## src/rtl/sram_arbiter_pkg.sv

```systemverilog
// Shared types for the SRAM arbiter: FSM states, owner encoding and bus widths.
// Optional conflict counter in the top is enabled by BUS_CONFLICT_CNT_EN.
package sram_arbiter_pkg;

  localparam int RAM_AW = 20;
  localparam int RAM_DW = 32;
  localparam int RAM_BW = 4;

  typedef logic              bit_t;
  typedef logic [RAM_AW-1:0] ram_addr_t;
  typedef logic [RAM_DW-1:0] word_t;
  typedef logic [RAM_BW-1:0] be_t;

  typedef enum logic [2:0] {
    ST_IDLE,
    ST_RD,
    ST_WR_SETUP,
    ST_WR_PULSE,
    ST_WR_HOLD,
    ST_DONE
  } state_t;

  typedef enum logic {
    OWN_IF,
    OWN_MEM
  } owner_t;

endpackage

```

## src/rtl/sram_arbiter.sv

```systemverilog
// Two-port (fetch/data) arbiter onto a single asynchronous SRAM with registered strobes.
// Define BUS_CONFLICT_CNT_EN to add o_conflict_cnt (cycles with both requesters stalled).
//
// state       | meaning
// ST_IDLE     | no access; grant mem over fetch
// ST_RD       | read strobes active, data latched at end of cycle
// ST_WR_SETUP | address/data/ce driven, we_n high
// ST_WR_PULSE | we_n low for one cycle
// ST_WR_HOLD  | we_n high, data still driven
// ST_DONE     | strobes idle; owner's stall released for this cycle
module sram_arbiter
  import sram_arbiter_pkg::*;
(
  input  logic              i_clk,
  input  logic              i_rst,
  input  logic              i_if_req,
  input  logic [31:0]       i_if_addr,
  output logic [RAM_DW-1:0] o_if_rdata,
  output logic              o_if_stall_req,
  input  logic              i_mem_req,
  input  logic              i_mem_we,
  input  logic [31:0]       i_mem_addr,
  input  logic [RAM_DW-1:0] i_mem_wdata,
  input  logic [RAM_BW-1:0] i_mem_be,
  output logic [RAM_DW-1:0] o_mem_rdata,
  output logic              o_mem_stall_req,
  output logic [RAM_AW-1:0] o_ram_addr,
  output logic [RAM_DW-1:0] o_ram_data_o,
  input  logic [RAM_DW-1:0] i_ram_data_i,
  output logic              o_ram_data_oe,
  output logic [RAM_BW-1:0] o_ram_be_n,
  output logic              o_ram_ce_n,
  output logic              o_ram_oe_n,
  output logic              o_ram_we_n
`ifdef BUS_CONFLICT_CNT_EN
  ,
  output logic [31:0]       o_conflict_cnt
`endif
);

  state_t    r_state;
  owner_t    r_owner;
  ram_addr_t r_ram_addr;
  word_t     r_ram_data_o;
  bit_t      r_ram_data_oe;
  be_t       r_ram_be_n;
  bit_t      r_ram_ce_n;
  bit_t      r_ram_oe_n;
  bit_t      r_ram_we_n;
  word_t     r_if_rdata;
  word_t     r_mem_rdata;

  logic w_if_done;
  logic w_mem_done;
  logic w_unused;

  // Only word address bits [21:2] reach the SRAM.
  assign w_unused = ^{i_if_addr[31:22], i_if_addr[1:0], i_mem_addr[31:22], i_mem_addr[1:0]};

  assign w_if_done       = (r_state == ST_DONE) && (r_owner == OWN_IF);
  assign w_mem_done      = (r_state == ST_DONE) && (r_owner == OWN_MEM);
  assign o_if_stall_req  = i_if_req & ~w_if_done;
  assign o_mem_stall_req = i_mem_req & ~w_mem_done;

  always_ff @(posedge i_clk) begin
    if (i_rst) begin
      r_state       <= ST_IDLE;
      r_owner       <= OWN_IF;
      r_ram_addr    <= '0;
      r_ram_data_o  <= '0;
      r_ram_data_oe <= 1'b0;
      r_ram_be_n    <= '1;
      r_ram_ce_n    <= 1'b1;
      r_ram_oe_n    <= 1'b1;
      r_ram_we_n    <= 1'b1;
      r_if_rdata    <= '0;
      r_mem_rdata   <= '0;
    end else begin
      case (r_state)
        ST_IDLE: begin
          if (i_mem_req) begin
            r_owner    <= OWN_MEM;
            r_ram_addr <= i_mem_addr[21:2];
            r_ram_ce_n <= 1'b0;
            if (i_mem_we) begin
              r_ram_data_o  <= i_mem_wdata;
              r_ram_data_oe <= 1'b1;
              r_ram_be_n    <= ~i_mem_be;
              r_state       <= ST_WR_SETUP;
            end else begin
              r_ram_oe_n <= 1'b0;
              r_ram_be_n <= '0;
              r_state    <= ST_RD;
            end
          end else if (i_if_req) begin
            r_owner    <= OWN_IF;
            r_ram_addr <= i_if_addr[21:2];
            r_ram_ce_n <= 1'b0;
            r_ram_oe_n <= 1'b0;
            r_ram_be_n <= '0;
            r_state    <= ST_RD;
          end
        end
        ST_RD: begin
          if (r_owner == OWN_IF) r_if_rdata  <= i_ram_data_i;
          else                   r_mem_rdata <= i_ram_data_i;
          r_ram_ce_n <= 1'b1;
          r_ram_oe_n <= 1'b1;
          r_ram_be_n <= '1;
          r_state    <= ST_DONE;
        end
        ST_WR_SETUP: begin
          r_ram_we_n <= 1'b0;
          r_state    <= ST_WR_PULSE;
        end
        ST_WR_PULSE: begin
          r_ram_we_n <= 1'b1;
          r_state    <= ST_WR_HOLD;
        end
        ST_WR_HOLD: begin
          r_ram_ce_n    <= 1'b1;
          r_ram_be_n    <= '1;
          r_ram_data_oe <= 1'b0;
          r_state       <= ST_DONE;
        end
        ST_DONE: r_state <= ST_IDLE;
        default: r_state <= ST_IDLE;
      endcase
    end
  end

  assign o_ram_addr    = r_ram_addr;
  assign o_ram_data_o  = r_ram_data_o;
  assign o_ram_data_oe = r_ram_data_oe;
  assign o_ram_be_n    = r_ram_be_n;
  assign o_ram_ce_n    = r_ram_ce_n;
  assign o_ram_oe_n    = r_ram_oe_n;
  assign o_ram_we_n    = r_ram_we_n;
  assign o_if_rdata    = r_if_rdata;
  assign o_mem_rdata   = r_mem_rdata;

`ifdef BUS_CONFLICT_CNT_EN
  logic [31:0] r_conflict_cnt;

  always_ff @(posedge i_clk) begin
    if (i_rst) r_conflict_cnt <= '0;
    else if (o_if_stall_req && o_mem_stall_req) r_conflict_cnt <= r_conflict_cnt + 32'd1;
  end

  assign o_conflict_cnt = r_conflict_cnt;
`endif

endmodule
```

## config.mk

```make
export PLATFORM = sky130hd
export DESIGN_NAME = sram_arbiter
export DESIGN_NICKNAME = d
export VERILOG_FILES = /design/src/rtl/sram_arbiter_pkg.sv /design/src/rtl/sram_arbiter.sv
export SDC_FILE = /design/constraint.sdc
export NUM_CORES = 1
export LEC_CHECK = 0
export ABC_AREA = 1
export CAP_MARGIN = 10
export CORE_MARGIN = 3
export CORE_UTILIZATION = 45
export CTS_BUF_LIST = sky130_fd_sc_hd__clkbuf_8
export DETAILED_ROUTE_END_ITERATION = 16
export PLACE_DENSITY_LB_ADDON = 0.25
export RECOVER_POWER = 100
export SLEW_MARGIN = 30
export SYNTH_ARGS = -nofsm -noshare
export SYNTH_HDL_FRONTEND = slang
export SYNTH_SLANG_ARGS = --single-unit
```

## constraint.sdc

```tcl
create_clock -name i_clk -period 2.65 [get_ports i_clk]
set_input_delay 0.53 -clock i_clk [delete_from_list [all_inputs] [get_ports i_clk]]
set_output_delay 0.53 -clock i_clk [all_outputs]
set_load 0.1 [all_outputs]
```

# Word level (Yosys, flattened, before mapping)
# Cells that the tools add are included.
# word_totals
reg_bits	128
out_inout_bits	126
elab_cells	63
# op_classes
n_eq_ne	9
muxes	21
n_bitwise	6
n_reduce_logical	16
# op_table
cell	count
$mux 20	2
$mux 4	3
$pmux 3 s4	1
$reduce_bool 2->1	5
$reduce_and 3->1	3
$pmux 1 s2	4
$pmux 4 s2	1
$reduce_and 2->1	4
$mux 1	7
$eq 3x2->1 const B	2
$eq 3x3->1 const B	2
$mux 3	2
$ne 3x3->1 const B	2
$ne 2x2->1 const B	2
$not 4->4	1
$eq 3x1->1 const B	1
$logic_not 3->1	1
$not 1->1	3
$and 1x1->1	2
$logic_and 1x1->1	2
$mux 2	1
$reduce_or 2->1	1

# Longest topological paths before layout
# Gate-level depths: netlist of the first run.
# logic_depth
ltp_word	4
ltp_mapped	8
mapped_depth_nobuf	7

# Least setup slack after synthesis of the first run
# No wires, ideal clock.
# synth_path
path_type	in2out
from	input i_mem_req
to	output o_mem_stall_req
arrival_ns	1.581
t_required_ns	2.120
setup_slack_ns	0.539
cell_stages	4
n_path_buf	2
cell_sequence	buf_4 > clkbuf_1 > o21ai_0 > inv_1
# synth_between
elab_chain_len	1
# synth_lines
element	line_no	source
from (decl)	sram_arbiter.sv:20	input logic i_mem_req,
$and 1x1->1	sram_arbiter.sv:63	assign o_mem_stall_req = i_mem_req & ~w_mem_done;
to (decl)	sram_arbiter.sv:26	output logic o_mem_stall_req,
# Every way passes these cells.

# Worst setup path after layout of the first run
# layout_path
from	register r_state[2]
to	output o_if_stall_req
# layout_between
elab_chain_len	4
# layout_lines
element	line_no	source
from (decl)	sram_arbiter.sv:41	state_t r_state;
from (signal assigned)	sram_arbiter.sv:67	r_state <= ST_IDLE;
from (signal assigned)	sram_arbiter.sv:89	r_state <= ST_WR_SETUP;
from (signal assigned)	sram_arbiter.sv:93	r_state <= ST_RD;
$eq 3x3->1	sram_arbiter.sv:60	assign w_if_done = (r_state == ST_DONE) && (r_owner == OWN_IF);
$logic_and 1x1->1	sram_arbiter.sv:60	
$not 1->1	sram_arbiter.sv:62	assign o_if_stall_req = i_if_req & ~w_if_done;
$and 1x1->1	sram_arbiter.sv:62	
to (decl)	sram_arbiter.sv:19	output logic o_if_stall_req,
# Every way passes these cells.

==> results of run 1 <==
[power groups by stage]
stage	combinational (mW)	clock, mW	sequential, mW
after floorplan	0.599	0	3.65
after global placement	2.50	0	2.28
after detailed placement	2.53	0	2.28
after CTS	2.53	1.79	2.25
after global routing	2.46	1.87	2.26
final	2.33	1.75	2.24
[metal layers]
layer | GRT usage (%) | wire, microns | part of all wire (%) | up-vias
met5 | 0 | 0 | 0 | -
met1 | 26.3 | 5920 | 40 | 2396
met2 | 38.8 | 7310 | 49 | 188
met4 | 7.76 | 286 | 1.9 | 0
li1 | - | - | - | 2622
met3 | 8.06 | 1440 | 9.6 | 23
[cell families after synthesis]
| family | synth area share (%) |
|---|---|
| simple gates | 27.9 |
| flops | 48.9 |
| compound gates | 12.7 |
| buf+inv | 10.4 |
[synthesized netlist by cell type (all sizes together)]
cell | count | area (sq um)
clkbuf | 15 | 56.3
inv | 53 | 199
nand3 | 43 | 215
a21oi | 38 | 224
dfxtp | 128 | 2560
nor2 | 178 | 709
nor3 | 1 | 5.00
o21ai | 87 | 435
o21a | 1 | 7.51
buf | 30 | 288
nand3b | 1 | 11.3
clkinv | 1 | 3.75
nand2 | 122 | 522
[registers in the layout, summed over array words and instances, names as in the netlist]
register       flops
o_ram_oe_n         1
o_ram_ce_n         1
o_mem_rdata       32
o_ram_be_n         4
r_owner            1
o_ram_data_oe      1
o_ram_we_n         1
o_ram_addr        20
o_if_rdata        32
r_state            3
o_ram_data_o      32
[how the worst max path moves through the flow]
stage	to	slack, ns	cells past startpoint
global route	o_mem_stall_req	0.24	4
floorplan	o_mem_stall_req	0.54	4
CTS	o_mem_stall_req	0.46	4
detailed placement	o_ram_addr[0]	0.59	7
finish	o_if_stall_req	0.42	3
global placement	o_mem_stall_req	0.58	4
[final cells by class]
cell class | instances | area [sq um]
Clock buffer | 17 | 234
Clock inverter | 12 | 171
Fill cell | 1067 | 4050
Inverter | 54 | 203
Multi-Input combinational cell | 471 | 2100
Sequential cell | 128 | 2560
Tap cell | 140 | 175
Timing Repair Buffer | 244 | 1640
[stage by stage]
stage	std cells	utilization (%)	power [mW]	hold slack, ns
final	1066	63.6	6.32	0.446
after global routing	1066	63.6	6.59	0.474
after CTS	1066	68.5	6.57	0.452
after detailed placement	1037	64.9	4.81	0.438
after global placement	1037	64.9	4.78	0.437
after floorplan	698	-	4.25	0.553
[tightest hold or removal path: cells and delay by family (launching register included)]
| family | cells | cell delay [ns] |
|---|---|---|
| and+or+nand+nor | 2 | 0.10 |
| DFF | 1 | 0.31 |
==> run summary, run 1 <==
The capture instance of the worst register-to-register path is o_ram_data_o[29]. TritonCTS built the clock tree. The post-placement setup slack came out at 0.593 ns. The number of warning messages in the yosys log came out at 0. The clock power share is 27.7%. The share of layout cells above drive strength 1 came out at 6.48%.

263 I/O pins were placed. Setup violations remaining at the end of the flow were counted as 0. The largest stage delay on the critical path came out at 0.55 ns. After detailed routing, the total wire length is 15000 microns. After detailed placement, the total cell area comes to 7220 sq um.

The first-pass iteration count of the detailed router came out at 5. The transition time of the tightest slew-check pin came out at 1.37 ns. Setup repair after global routing left no endpoint under its margin. Clock-pin slew was measured on the worst setup and hold paths at 0.08 ns. The most critical setup path has its startpoint at r_state[2]. The initial core utilization is 47.1%. The maximum clock frequency came out at 0.448 GHz.

For this design the ratio of total power to cell area is 892 nW/um^2. The leakage component of the power came out at 3.03 nW. The category of cells accounting for the largest share of critical-path delay is flip-flops. The area of all placed cells without fillers came out at 7080 sq um. The initial antenna violation count came out at 0. The netlist uses 24 different library cells. The slowest stage of the critical path is the dfxtp_1 cell. The hold buffer count at cts came out at 0. The number of buffers inserted by post-CTS setup repair came out at 0. The number of placement rows is 38.

The startpoint identified for the worst register-to-register timing path is r_state[1]. The H-tree was split into 4 levels. The worst hold path passes through 2 cells. The total overflow reported by the global router is 0. The post-synthesis to final-layout area growth came out at 35.2%. Of the total power, combinational logic draws 36.9%. Port buffering added 238 buffers. The count of nets left with antenna violations once routing finished came out at 0. The via count normalized by instance count came out at 4.91. After detailed routing, the number of remaining DRC violations is 0.

The number of global-route vias before repair came out at 4961. The highest net fanout along the worst path is 8. In the layout the commonest cells are nor2_1, dfxtp_1, clkbuf_1, nand2_1, clkdlybuf4s50_1.

The area inside the core boundary is 11100 sq um. The synthesized instance count came out at 698. The proportion of total power due to net switching is 44.2%.

The number of sinks driven by the clock tree came out at 128. The post-route setup TNS came out at 0 ns. Global routing consumed, over all layers together, 22.6% of the routing resources.

The first-pass GRT wire length came out at 23900 microns. For the final database, setup skew stands at 0.0143 ns. The pin count of the biggest net entering global routing came out at 92.

The count of final max-slew check failures is 0. Across the run, the number of max-cap violations was 0. The number of DRC violations after detailed-routing iteration 0 is 287. The internal power is 3.52 mW.

The required time reported for the critical path endpoint came out at 2.12 ns. The proportion of power drawn by flip-flops and latches came out at 35.4%. STA classifies the critical path endpoint as a primary output. The commonest non-fill, non-tap cell in the layout is nor2_1. The period utilization is 84.3%.

A synthesized cell averages 7.51 sq um. For the worst flop-to-flop path, the logic depth is 6. In this run the clock root is driven by a clkbuf_8. The total vias in the final route is 5229. When the netlist entered floorplanning its net count stood at 835. The die is 114 microns wide.

The run finished with clean final reports. The count of buffering cells on the critical path with inverters included is 1. The worst setup path is launched from a register. The weighted congestion reported at the end of routability-driven placement came out at 0.857.

The die covers 13000 sq um. The register-to-register setup slack came out at 0.74 ns. The type of the most critical hold path is reg -> reg. The post-detailed-placement half-perimeter wirelength is 10300 microns. From bottom edge to top edge, the die measures 114 microns. The number of endpoints with negative hold slack in the final report came to 0.

Buffers inserted during clock tree synthesis total 17. The wire length per cell came out at 14.0 microns. The worst-case headroom to the max-slew limit is 8.48%. The capture endpoint of the worst hold path is o_ram_oe_n. In this run the deepest clock path goes through 2 buffers. After the last flow step, the layout net total stands at 1053. The number of gates resized after cts is 0.

The worst-case IR drop observed on VDD is 0.000525 V. The arrival time of data at the critical path endpoint is 1.70 ns. The number of antenna cells inserted came out at 0.

The critical path goes through nand3_1, o21a_1, clkbuf_2. For this design the total switching power over the nets is 2.79 mW. In this run the most critical hold path is launched from o_ram_oe_n. The cell area that synthesis handed to floorplanning was 5240 sq um. The class of the most critical setup path is reg -> out. The sequential share of the synthesized area came out at 48.9%. The worst path needs 2.23 ns of the cycle, external delays included. Counting flops and latches in the post-synthesis netlist gives 128. Clock latency on the worst-skew pair, taken at its later pin, is 0.42 ns. The slack of the critical path is 0.416 ns.
Note: power is estimated with default switching activity, not from simulation.
==> run 2: changes to the inputs <==
--- a/config.mk
+++ b/config.mk
@@ -8,7 +8,7 @@
 export ABC_AREA = 1
 export CAP_MARGIN = 10
 export CORE_MARGIN = 3
-export CORE_UTILIZATION = 45
+export CORE_UTILIZATION = 41
 export CTS_BUF_LIST = sky130_fd_sc_hd__clkbuf_8
 export DETAILED_ROUTE_END_ITERATION = 16
 export PLACE_DENSITY_LB_ADDON = 0.25
==> constraint.sdc (replaced) <==
create_clock -name i_clk -period 2.13 [get_ports i_clk]
set_input_delay 0.426 -clock i_clk [delete_from_list [all_inputs] [get_ports i_clk]]
set_output_delay 0.426 -clock i_clk [all_outputs]
set_load 0.1 [all_outputs]
==> run 2 against run 1 <==
- clock-buffer cell count up 3
- critical path type unchanged
- critical endpoint is now o_mem_stall_req
- cell area up 3.9%
- sequential cell count unchanged
- largest cell class unchanged
- non-clock buffer count up 6
- sequential power up 24%
- die area up 9.2%
- routed wire length down 0.92%
- first-iteration DRC count down 24%
- critical path depth up 1
- via count down 2.6%
==> run summary, run 2 (synthesis gave the netlist of run 1 again) <==
The transition time of the tightest slew-check pin was 0.833 ns (-0.539 ns). The initial antenna violation count is 0 (unchanged). The cell area power density came to 1090 nW/um^2 (+22%). The final non-filler cell total was 1103 (+3.5%). The leakage component of the power is 3.53 nW (+16%). The path length in cells of the critical path came out at 4 (+1). The number of placement rows is 40 (+5.3%). The buffer cell driving the clock tree root is clkbuf_8. From synthesis to final layout, the design area changed by 40.5%. The clock-pin slew of the registers on the worst-case setup and hold paths came out at 0.07 ns (about the same). The level count of the clock H-tree came out at 4 (unchanged). The arrival time of data at the critical path endpoint was 1.54 ns (-0.16 ns). The count of final max-slew check failures came out at 0 (unchanged). The period utilization came out at 92.4%. The reported max-cap violation count is 0 (unchanged). The post-route setup TNS came out at 0 ns (unchanged).

The number of CTS-inserted buffers is 17 (unchanged). The number of antenna cells inserted came to 0 (unchanged). The post-detailed-route count of antenna-violating nets is 0 (unchanged). The chip height is 119 microns (+4.5%). The run finished with clean final reports.

The top-level port count came out at 263 (unchanged). The number of DRC violations after detailed-routing iteration 0 is 219 (-24%). The via count normalized by instance count came out at 4.62 (-5.9%). Setup repair after global routing left no endpoint under its margin. The combinational fraction of design power is 37.3% (+0.4 points).

The highest net fanout along the worst path came out at 5 (-3). The hold buffer count at cts came out at 0 (unchanged). The share of layout cells above drive strength 1 came out at 19.6% (+13 points). The horizontal die dimension is 119 microns (+4.5%). The number of buffers inserted by post-CTS setup repair is 0 (unchanged).

The maximum clock skew at final layout came out at 0.00740 ns (-0.00692 ns). The total DRC errors in the routed layout is 0 (unchanged). The final routed wirelength across all metal layers is 14800 microns (-0.92%). The area inside the core boundary was 12300 sq um (+10%). The final setup violation count came out at 0 (unchanged). The path class of the tightest hold or removal check is reg -> reg. The weighted congestion reported at the end of routability-driven placement came out at 0.779 (-9.0%). TritonCTS built the clock tree.

The full die area came out at 14200 sq um (+9.2%). The first-pass GRT wire length came out at 23600 microns (-1.2%). The port buffer count came out at 238 (unchanged). The final-layout fill cell count is 1165 (+9.2%). The proportion of total power due to net switching came to 43.0% (-1.2 points). The pin count of the biggest net entering global routing is 46 (-50%). The first-pass iteration count of the detailed router is 4 (-1). The clock power share is 28.0% (+0.3 points). The most numerous cell on the critical path is inv_1. The post-detailed-placement half-perimeter wirelength is 10200 microns (-1.1%). The required time reported for the critical path endpoint is 1.70 ns (-0.42 ns).

The slowest stage of the critical path is the dfxtp_1 cell. The cell depth of the worst hold path is 2 (unchanged). The worst-case headroom to the max-slew limit is 44.4% (+36 points). The proportion of power drawn by flip-flops and latches came to 34.7% (-0.7 points). The worst setup path is captured at a primary output. The buffer levels on the longest clock path came out at 2 (unchanged). The count of buffering cells on the critical path with inverters included came out at 3 (+2). The critical path is of the reg -> out type.

The later-pin clock latency in the skew report is 0.44 ns (+0.02 ns). The initial core utilization came to 42.7% (-4.4 points). The largest stage delay on the critical path came out at 0.48 ns (-0.07 ns). The internal power came out at 4.56 mW (+30%). The worst ir drop on vdd came out at 0.000506 V (-3.6%).

The wire length per cell came to 13.4 microns (-4.2%). The number of global-route vias before repair came to 4646 (-6.3%). The top cell types in the final layout, fill and taps aside, are nor2_1, dfxtp_1, clkbuf_2, nand2_1, clkdlybuf4s50_1.

The total vias in the final route was 5091 (-2.6%). The total overflow reported by the global router is 0 (unchanged). The critical path goes through inv_1, o21ai_0, inv_1, buf_12. The worst setup path is launched from a register.

The final-stage net count is 1059 (+0.57%). The number of cells on the worst reg-to-reg path is 6 (unchanged). The number of placed instances, taps included is 1071 (+3.3%).

The category of cells accounting for the largest share of critical-path delay is flip-flops. The overall fraction of global-route tracks in use is 20.7% (-2.0 points). The number of endpoints with negative hold slack in the final report came to 0 (unchanged). The switching power was 3.44 mW (+23%). The minimum clock period after layout is 1.97 ns. The library cell used most frequently in the layout, excluding fill and tap cells, is nor2_1. The number of sinks driven by the clock tree came to 128 (unchanged).

The maximum clock frequency is 0.508 GHz.
==> run 2: cell count changes in the layout (fill, tap and decap cells not counted), moves of 3 or more <==
cell        previous run  this run
buf_4                  3         7
o21ai_1                0        14
o21ai_0               87        73
clkbuf_1             124         0
nand2_4                3         0
buf_12                 0         4
clkbuf_8              17        20
clkbuf_2               3       126
inv_1                 50        58
clkinvlp_4             5         0
==> run 2: path summary, 6_finish.rpt <==
check             start         endpoint  slack (ns)
min reg2reg  o_ram_oe_n       o_ram_oe_n        0.45
max             r_owner  o_mem_stall_req        0.16
max reg2reg  r_state[2]  o_mem_rdata[22]        0.23
min          o_ram_oe_n       o_ram_oe_n        0.45
==> run 2: worst register-to-register path, delay by kind of cell (launching register included) <==
family	cells	cell delay [ns]
AND/OR/NAND/NOR	5	1.17
buffers and inverters	1	0.23
flip-flops	1	0.38
==> run 2: power by group through the flow <==
stage	registers (mW)	logic (mW)	clock network [mW]
2_1_floorplan	4.54	0.746	0
3_3_place_gp	2.83	3.17	0
3_5_place_dp	2.84	3.18	0
4_1_cts	2.79	3.19	2.30
5_1_grt	2.81	3.15	2.42
6_report	2.78	2.99	2.24
==> run 2: metal layers <==
layer | vias to the layer above | global-route usage (%) | part of all wire, %
li1 | 2650 | - | -
met1 | 2252 | 25.6 | 44
met2 | 169 | 32.5 | 46
met3 | 20 | 8.40 | 9.2
met4 | 0 | 7.17 | 1.6
met5 | - | 0 | 0
==> run 2: layout make-up <==
class | instances | area, sq um | share of cell area (%)
Clock buffer | 20 | 275 | 3.74
Clock inverter | 12 | 151 | 2.06
Sequential cell | 128 | 2560 | 34.8
Multi-Input combinational cell | 471 | 2060 | 28.0
Timing Repair Buffer | 250 | 1890 | 25.7
Inverter | 54 | 203 | 2.75
Tap cell | 168 | 210 | 2.86
==> run 2: stage by stage <==
step                      power, mW  worst slack, ns  area [sq um]  hold WS [ns]  util (%)
after floorplan                5.28            0.227          5240         0.553         -
after global placement         6.00            0.263          7340         0.434      59.8
after detailed placement       6.02            0.242          7340         0.441      59.8
after CTS                      8.28          0.00863          7760         0.452      63.3
after global routing           8.38           0.0435          7360         0.475      60.0
final                          8.01            0.161          7360         0.454      60.0
==> run 2: repair_timing <==
action	in CTS	in global routing
endpoints found under the hold margin	0	0
setup endpoints to repair	0	2
gates resized for setup	0	1
==> run 3: changes to the inputs <==
--- a/config.mk
+++ b/config.mk
@@ -7,7 +7,6 @@
 export LEC_CHECK = 0
 export ABC_AREA = 1
 export CAP_MARGIN = 10
-export CORE_MARGIN = 3
 export CORE_UTILIZATION = 41
 export CTS_BUF_LIST = sky130_fd_sc_hd__clkbuf_8
 export DETAILED_ROUTE_END_ITERATION = 16
==> run 3 against run 2 <==
- fmax rose by 0.46%
- critical path depth did not move
- core utilization rose by 0.24 points
- clock skew rose by 0.00073 ns
- global-route usage rose by 1.4 points
- cell area barely moved
- sequential cell count did not move
- worst hold slack barely moved
- largest power group unchanged
==> run summary, run 3 (synthesis gave the netlist of run 1 again) <==
The worst ir drop on vdd came out at 0.000689 V (+36%). The final-stage net count is 1057 (-0.19%). The minimum clock period after layout came to 1.96 ns (-0.00897 ns). The overall fraction of global-route tracks in use is 22.1% (+1.4 points). The cell area power density is 1100 nW/um^2 (+1.0%). The number of gates resized after cts came out at 0 (unchanged).

The first-pass iteration count of the detailed router came out at 5 (+1). The full die area is 13200 sq um (-6.6%). The later-pin clock latency in the skew report is 0.44 ns (about the same). In the layout the commonest cells are nor2_1, clkbuf_2, dfxtp_1, nand2_1, clkdlybuf4s50_1.

The number of sinks driven by the clock tree came out at 128 (unchanged). The post-route met1 wirelength is 6380 microns (-1.1%). The total DRC errors in the routed layout is 0 (unchanged). The count of final max-slew check failures came out at 0 (unchanged). The initial antenna violation count came to 0 (unchanged).

The highest metal layer carrying signal wires in the routed design is met4. The final routed wirelength across all metal layers came out at 14400 microns (-2.5%). The number of placement rows was 40 (unchanged). The via count normalized by instance count is 4.58 (-0.80%). The number of DRC violations after detailed-routing iteration 0 is 389 (+78%). The pin count of the biggest net entering global routing is 49 (+6.5%).

The transition time of the tightest slew-check pin is 0.915 ns (+0.0819 ns). The port buffer count is 238 (unchanged). The total length of routed met3 wires is 1320 microns (-2.9%). The clock-pin slew of the registers on the worst-case setup and hold paths came out at 0.07 ns (about the same). The share of the core filled with cells in the final layout came out at 60.2% (+0.24 points). The maximum clock frequency came out at 0.510 GHz (+0.46%). The post-detailed-placement half-perimeter wirelength came to 9690 microns (-5.0%).

In this run the worst hold path is classified as reg -> reg. The share of layout cells above drive strength 1 is 20.5% (+0.90 points). The number of CTS-inserted buffers came out at 17 (unchanged). The hold buffer count at cts came out at 0 (unchanged). STA classifies the critical path endpoint as a primary output. By startpoint and endpoint, the worst setup path is classified as reg -> out. The startpoint kind of the worst setup timing path is a register. The weighted congestion reported at the end of routability-driven placement is 0.776 (-0.41%). The first-pass GRT wire length came out at 22700 microns (-3.9%). The area of all placed cells without fillers is 7360 sq um (about the same). The root buffer cell chosen for the clock tree is clkbuf_8. The top-level port count came to 263 (unchanged). The arrival time of data at the critical path endpoint is 1.53 ns (about the same). The post-route setup TNS came out at 0 ns (unchanged). The number of endpoints with negative hold slack in the final report came out at 0 (unchanged). The horizontal die dimension is 115 microns (-3.4%).

The flow ran to the end, and the final reports show no timing, DRC or antenna violations. The final-layout fill cell count is 1228 (+5.4%). The level count of the clock H-tree is 4 (unchanged). The clock tree from TritonCTS is done. The number of buffers inserted by post-CTS setup repair came out at 0 (unchanged). The post-placement setup slack was 0.306 ns (+0.0639 ns).

The buffer levels on the longest clock path is 2 (unchanged). The highest net fanout along the worst path is 5 (unchanged). The final setup violation count came to 0 (unchanged). The maximum clock skew at final layout was 0.00813 ns (+0.000729 ns).

The chip height is 115 microns (-3.4%). The wire length per cell is 13.1 microns (-2.3%). The commonest non-fill, non-tap cell in the layout is nor2_1. The required time reported for the critical path endpoint came to 1.70 ns (about the same). The leakage component of the power is 3.52 nW (-0.14%). The slack of the critical path is 0.170 ns (+0.00897 ns).

The post-synthesis to final-layout area growth is 40.4% (about the same). The total vias in the final route is 5041 (-0.98%). The post-detailed-route count of antenna-violating nets came out at 0 (unchanged). The area inside the core boundary came out at 12200 sq um (-0.41%). Setup repair after global routing left no endpoint under its margin. The number of global-route vias before repair was 4634 (-0.26%). The routed length on met2 was 6510 microns (-3.9%). The reported max-cap violation count came out at 0 (unchanged). The worst-case headroom to the max-slew limit came to 39.0% (-5.5 points). The total overflow reported by the global router is 0 (unchanged). The period utilization came out at 92.0% (-0.42 points). The initial core utilization is 42.9% (+0.18 points). The overall power consumption is 8.08 mW (+0.98%). The cell area after placement came out at 7310 sq um (-0.38%).

The number of antenna cells inserted was 0 (unchanged).
## run 3: cell count changes in the layout (fill, tap and decap cells not counted), sizes merged
cell	delta
buf	-4
bufinv	+1
clkinv	+6
inv	-5
## run 3: final timing paths
kind	to	startpoint	slack, ns	depth (start not counted)
max	o_mem_stall_req	r_owner	0.17	4
max reg2reg	o_mem_rdata[22]	r_state[2]	0.30	6
min	o_ram_oe_n	o_ram_oe_n	0.45	2
min reg2reg	o_ram_oe_n	o_ram_oe_n	0.45	2
## run 3: cell type report
type                    count  area (sq um)  area share [%]
clock inverters            14           196            2.67
clock buffers              18           248            3.37
repair buffers            248          1850            25.2
inverters                  54           203            2.76
well taps                 168           210            2.86
multi-input cells         471          2080            28.3
flip-flops and latches    128          2560            34.9
## run 3: worst max-delay path, cell delays in order, from the launching register on
cell	delay [ns]
dfxtp_1	0.53
inv_2	0.14
o21ai_0	0.18
inv_1	0.08
buf_8	0.17
## run 3: routing by layer
metal | global-route usage (%) | up-vias
met5 | 0 | -
met4 | 8.57 | 0
met3 | 7.91 | 16
met2 | 35.1 | 179
met1 | 27.4 | 2213
li1 | - | 2633
## run 3: stage by stage
step           hold WS [ns]  std cells
6_report              0.453       1101
5_1_grt               0.477       1101
4_1_cts               0.461       1101
3_5_place_dp          0.449       1069
3_3_place_gp          0.441       1069
2_1_floorplan         0.553        698
## run 3: power by group
group          leakage (nW)  internal (mW)  total (mW)  switching, mW
registers              1.05           2.64        2.78          0.136
clock network         0.238           1.40        2.33          0.929
logic                  2.23          0.568        2.97           2.40
total                  3.52           4.62        8.08           3.47
